File: src/rtl/xif_coproc_pkg.sv
// Shared types, defaults and instruction decode for the XIF coprocessor ALU.
package xif_coproc_pkg;

    localparam logic [6:0]  OPCODE_DEFAULT = 7'h0B;
    localparam int unsigned XLEN           = 32;
    localparam int unsigned MAX_ID_WIDTH   = 8;

    typedef enum logic [2:0] {
        F3_ADD  = 3'b000,
        F3_XOR  = 3'b001,
        F3_MIN  = 3'b010,
        F3_MAXU = 3'b011
    } funct3_e;

    typedef struct packed {
        logic                    valid;
        logic                    committed;
        logic                    killed;
        logic [MAX_ID_WIDTH-1:0] id;
        logic [4:0]              rd;
        funct3_e                 funct3;
        logic [XLEN-1:0]         rs1;
        logic [XLEN-1:0]         rs2;
    } slot_t;

    typedef struct packed {
        logic accept;
        logic writeback;
    } decode_t;

    // Supported funct3 values are 000..011, so bit 14 must be clear.
    function automatic decode_t decode(input logic [31:0] instr, input logic [6:0] opcode);
        decode_t d;
        d.accept    = (instr[6:0] == opcode) && (instr[31:25] == 7'b0) && !instr[14];
        d.writeback = d.accept && (instr[11:7] != 5'd0);
        return d;
    endfunction

endpackage

File: src/rtl/xif_coproc_alu_op.sv
// Combinational datapath for the four supported custom-0 operations.
module xif_coproc_alu_op
    import xif_coproc_pkg::*;
(
    input  funct3_e          funct3,
    input  logic [XLEN-1:0]  a,
    input  logic [XLEN-1:0]  b,
    output logic [XLEN-1:0]  result
);

    always_comb begin
        result = '0;
        case (funct3)
            F3_ADD:  result = a + b;
            F3_XOR:  result = a ^ b;
            F3_MIN:  result = ($signed(a) < $signed(b)) ? a : b;
            F3_MAXU: result = (a > b) ? a : b;
            default: result = '0;
        endcase
    end

endmodule

File: src/rtl/xif_coproc_alu.sv
// CORE-V-XIF coprocessor: in-order slot FIFO held until commit/kill, one retire per cycle,
// registered result port.
module xif_coproc_alu
    import xif_coproc_pkg::*;
#(
    parameter int unsigned DEPTH    = 4,
    parameter int unsigned ID_WIDTH = 4,
    parameter logic [6:0]  OPCODE   = OPCODE_DEFAULT
) (
    input  logic                clk_i,
    input  logic                rst_i,
    input  logic                issue_valid_i,
    output logic                issue_ready_o,
    input  logic [31:0]         issue_instr_i,
    input  logic [ID_WIDTH-1:0] issue_id_i,
    input  logic [1:0][31:0]    issue_rs_i,
    input  logic [1:0]          issue_rs_valid_i,
    output logic                issue_accept_o,
    output logic                issue_writeback_o,
    input  logic                commit_valid_i,
    input  logic [ID_WIDTH-1:0] commit_id_i,
    input  logic                commit_kill_i,
    output logic                result_valid_o,
    input  logic                result_ready_i,
    output logic [ID_WIDTH-1:0] result_id_o,
    output logic [31:0]         result_data_o,
    output logic [4:0]          result_rd_o,
    output logic                result_we_o,
    output logic                busy_o
);

    localparam int unsigned PTR_W = (DEPTH > 1) ? $clog2(DEPTH) : 1;
    localparam int unsigned CNT_W = PTR_W + 1;

    slot_t             slots [DEPTH];
    logic [PTR_W-1:0]  head;
    logic [PTR_W-1:0]  tail;
    logic [CNT_W-1:0]  count;

    decode_t           dec;
    slot_t             head_slot;
    logic [XLEN-1:0]   alu_result;
    logic              issue_fire;
    logic              can_load;
    logic              retire_kill;
    logic              retire_res;
    logic              pop;
    logic              new_commit_hit;

    assign dec               = decode(issue_instr_i, OPCODE);
    assign issue_accept_o    = !rst_i && dec.accept;
    assign issue_writeback_o = !rst_i && dec.writeback;

    // Non-matching instructions are always taken (and rejected); matching ones need space and operands.
    assign issue_ready_o = !rst_i &&
                           (!dec.accept || ((count < CNT_W'(DEPTH)) && (issue_rs_valid_i == 2'b11)));
    assign issue_fire    = issue_valid_i && issue_ready_o && dec.accept;

    assign head_slot   = slots[head];
    assign can_load    = !result_valid_o || result_ready_i;
    assign retire_kill = (count != '0) && head_slot.killed;
    assign retire_res  = (count != '0) && head_slot.committed && !head_slot.killed && can_load;
    assign pop         = retire_kill || retire_res;

    assign new_commit_hit = commit_valid_i && (commit_id_i == issue_id_i);

    assign busy_o = !rst_i && ((count != '0) || result_valid_o);

    xif_coproc_alu_op u_alu_op (
        .funct3 (head_slot.funct3),
        .a      (head_slot.rs1),
        .b      (head_slot.rs2),
        .result (alu_result)
    );

    // Slot FIFO, commit tracking and result register.
    always_ff @(posedge clk_i) begin
        if (rst_i) begin
            head           <= '0;
            tail           <= '0;
            count          <= '0;
            result_valid_o <= 1'b0;
            result_id_o    <= '0;
            result_data_o  <= '0;
            result_rd_o    <= '0;
            result_we_o    <= 1'b0;
            for (int i = 0; i < DEPTH; i++) begin
                slots[i] <= '0;
            end
        end else begin
            for (int i = 0; i < DEPTH; i++) begin
                if (commit_valid_i && slots[i].valid && !slots[i].committed && !slots[i].killed &&
                    (slots[i].id == MAX_ID_WIDTH'(commit_id_i))) begin
                    if (commit_kill_i) slots[i].killed    <= 1'b1;
                    else               slots[i].committed <= 1'b1;
                end
            end

            if (pop) begin
                slots[head].valid <= 1'b0;
                head              <= head + PTR_W'(1);
            end

            // Written last so a same-cycle commit for the new id lands on the fresh slot.
            if (issue_fire) begin
                slots[tail].valid     <= 1'b1;
                slots[tail].committed <= new_commit_hit && !commit_kill_i;
                slots[tail].killed    <= new_commit_hit && commit_kill_i;
                slots[tail].id        <= MAX_ID_WIDTH'(issue_id_i);
                slots[tail].rd        <= issue_instr_i[11:7];
                slots[tail].funct3    <= funct3_e'(issue_instr_i[14:12]);
                slots[tail].rs1       <= issue_rs_i[0];
                slots[tail].rs2       <= issue_rs_i[1];
                tail                  <= tail + PTR_W'(1);
            end

            count <= count + CNT_W'(issue_fire) - CNT_W'(pop);

            if (retire_res) begin
                result_valid_o <= 1'b1;
                result_id_o    <= ID_WIDTH'(head_slot.id);
                result_data_o  <= alu_result;
                result_rd_o    <= head_slot.rd;
                result_we_o    <= (head_slot.rd != 5'd0);
            end else if (result_valid_o && result_ready_i) begin
                result_valid_o <= 1'b0;
                result_id_o    <= '0;
                result_data_o  <= '0;
                result_rd_o    <= '0;
                result_we_o    <= 1'b0;
            end
        end
    end

endmodule

File: config.mk
export PLATFORM = sky130hd
export DESIGN_NAME = xif_coproc_alu
export DESIGN_NICKNAME = d
export VERILOG_FILES = /design/src/rtl/xif_coproc_pkg.sv /design/src/rtl/xif_coproc_alu_op.sv /design/src/rtl/xif_coproc_alu.sv
export SDC_FILE = /design/constraint.sdc
export NUM_CORES = 1
export LEC_CHECK = 0
export CAP_MARGIN = 20
export CELL_PAD_IN_SITES_DETAIL_PLACEMENT = 0
export CELL_PAD_IN_SITES_GLOBAL_PLACEMENT = 1
export CORE_ASPECT_RATIO = 0.9
export CORE_MARGIN = 10
export CORE_UTILIZATION = 52
export DETAILED_ROUTE_END_ITERATION = 10
export PLACE_DENSITY = 0.94
export REMOVE_ABC_BUFFERS = 1
export SYNTH_ARGS = -nofsm -noshare
export SYNTH_HDL_FRONTEND = slang
export SYNTH_HIERARCHICAL = 1
export SYNTH_SLANG_ARGS = --single-unit
File: constraint.sdc
create_clock -name clk_i -period 17.1 [get_ports clk_i]
set_input_delay 3.42 -clock clk_i [delete_from_list [all_inputs] [get_ports clk_i]]
set_output_delay 3.42 -clock clk_i [all_outputs]
set_load 0.005 [all_outputs]
==> qor.txt <==
sequential area share after synthesis: 53.0%
Post-synth ARST share: 0%
pins over their slew limit: 0
worst slack, placed: 8090 ps
io pins: 159
GP Congestion: 0.865
Clock transition at path regs: 50 ps
Final Hold Slack: 483 ps
TritonCTS Buffers: 38
proportion of layout cells with a drive suffix above 1: 12.7%
GRT Util Overall: 21.0%
Tcrit/Tclk final: 52.4%
Final Skew: 18.7 ps
pwr dens: 87.4 mW/mm²
CTS Root Cell: clkbuf_16
die height: 205 µm
slew of the pin with the lowest slew margin: 967 ps
# DRC: 0
synthesis-stage register bit count: 368
worst-skew pair later-pin latency: 530 ps
Crit path required time: 13680 ps
core area: 0.0373 mm²
PortBufs: 148
Top FF cell, synth: edfxtp_1
Max Freq: 0.112 GHz
fin area: 0.0227 mm²
Synth Instances: 1533
antenna viol nets, final: 0
global route overflow: 0
fin util: 60.7%
Setup Fix Bufs, Post-CTS: 0
crit path DAT: 5540 ps
Post-synth EDFFs: 306
DP Area: 0.0214 mm²
Routed WL: 48300 µm
Layout Nets: 1835
drt first pass iters: 5
crit-path most repeated cell: clkdlybuf4s50_1
Setup crit end kind: output port
H-tree depth: 2
Max FO, Critical Path: 9
cell family with most CP delay: simple AND/OR/NAND/NOR gates
min-delay worst type: reg -> reg
clock buffer depth: 3
RSZ-0062 raised after global routing: false
net switching power figure: 444 µW
Slew Limit Headroom: 35.6%
Area growth syn-to-layout: 15.2%
crit start category: input port
Combinational Power Share: 8.2%
Seq pwr share: 50.7%
setup ws final: 8140 ps
Clock Power Share: 41.2%
Synth top area share: 46.7%
Detail Placement HPWL: 30400 µm
Pint: 1540 µW
Net Sw Frac: 22.4%
routed vias: 12800
setup TNS: 0 ps
P_leak: 0.00833 µW
fillers: 2902
Final Hold Viols: 0
Vias/cell: 5.91
Final min period: 8960 ps
Syn Std Cell Area: 0.0197 mm²
Crit Path Category: in -> out
vias in the first global route: 13300
Mapped Avg Cell Area: 12.8 µm²
site row count: 67
DRT iter0 DRCs: 1298
Starting Density: 52.7%
Post-CTS Hold Buffers: 0
DR WL/cell: 22.3 µm
post-CTS sizing: 0
MaxCap Viol Count: 0
number of buffers and inverters on the critical path: 2
area leader, netlist: edfxtp_1
Die X: 225 µm
CTS sink count: 368
antenna violations before repair: 8
status: finished clean
Slowest cell on crit path: clkdlybuf4s50_1
CTS tree: built
die area: 0.0460 mm²
yosys warns: 6
Synth cell types: 76
ranking of synthesized cells by area: edfxtp_1, and2_1, mux4_2
largest net degree at the start of global routing: 78
CP max stage delay: 500 ps
Final Setup Violations: 0
first-pass GRT wire length: 75400 µm
worst vdd ir: 0.0542 mV
crit-path cells: clkdlybuf4s50_1 -> nor4_4 -> nand4_4 -> nor2_1 -> o21a_1 -> clkdlybuf4s50_1
## worst paths after layout
path | start | endpoint | slack [ps] | cells after the start
min reg2reg | result_id_o[3] | result_id_o[3] | 480 | 1
min | result_id_o[3] | result_id_o[3] | 480 | 1
max | issue_instr_i[5] | issue_writeback_o | 8140 | 6
max reg2reg | flip-flop | result_data_o[25] | 10740 | 16
## placed cells by master, fill, tap and decap left out, types with 16 or more instances in the layout
| cell type | instances |
|---|---|
| xnor2_1 | 17 |
| mux4_2 | 76 |
| nand2_1 | 21 |
| ha_1 | 73 |
| a22o_1 | 16 |
| edfxtp_1 | 306 |
| and2_1 | 301 |
| xor2_1 | 23 |
| o22ai_1 | 17 |
| dfxtp_1 | 60 |
| mux2i_1 | 39 |
| buf_4 | 18 |
| clkbuf_16 | 38 |
| clkdlybuf4s50_1 | 148 |
| inv_1 | 73 |
| a21oi_1 | 66 |
| nor2_1 | 67 |
| nor3_1 | 18 |
| a22o_2 | 26 |
| o21ai_0 | 28 |
| nand3_1 | 16 |
## Yosys cell counts (all sizes together) (19+ instances only)
| cell | n |
|---|---|
| nor2 | 67 |
| ha | 73 |
| buf | 51 |
| mux2i | 40 |
| clkbuf | 44 |
| edfxtp | 306 |
| and2 | 301 |
| mux4 | 76 |
| inv | 73 |
| xor2 | 23 |
| a22o | 42 |
| a21oi | 66 |
| o21ai | 30 |
| nor3 | 19 |
| dfxtp | 62 |
| nand2 | 22 |
## through the flow
step,total power (µW),std cells
2_1_floorplan,1120,1441
3_3_place_gp,1180,2090
3_5_place_dp,1180,2091
4_1_cts,1990,2160
5_1_grt,2040,2161
6_report,1980,2164
## flip-flops by register name (all words and copies together) (netlist names), named ones only
| name | flops |
|---|---|
| slots | 316 |
| result_rd_o | 5 |
| tail | 2 |
| head | 2 |
| result_data_o | 32 |
| result_valid_o | 1 |
| result_we_o | 1 |
| result_id_o | 4 |
| count | 3 |
## final cells by class
type,instances,area (µm²),share of cell area (%)
inverter,73,274,1.21
timing repair buffer,167,1630,7.20
sequential,368,10400,46.1
tap,483,604,2.67
multi-input combinational,1000,8480,37.4
antenna,4,10.0,0.0442
clock buffer,56,1090,4.80
clock inverter,13,134,0.591
## layer usage
layer  part of all wire (%)  up-vias  global-route usage (%)
li1                       -     5907                       -
met1                     43     6369                    27.3
met2                     48      416                    34.5
met3                    7.3       81                    5.12
met4                    2.0       10                    5.58
met5                   0.19        -                       0
## logic make-up after synthesis
family / after synthesis / synth area share (%)
adder cells (fa/ha/maj): 75 / 4.85
other: 1 / 0.0191
XOR/XNOR: 41 / 1.83
AO/OA/AOI/OAI: 252 / 9.11
buffers and inverters: 168 / 4.29
multiplexers: 122 / 11.2
flip-flops: 368 / 53.0
AND/OR/NAND/NOR: 506 / 15.7
## power by group through the flow
stage                     clock network [µW]  registers [µW]  logic (µW)
after floorplan                            0            1020        91.6
after global placement                     0            1020         156
after detailed placement                   0            1020         161
after CTS                                825            1000         162
after global routing                     861            1010         176
final                                    815            1000         162
No activity file was read; power rests on OpenSTA's default activity.
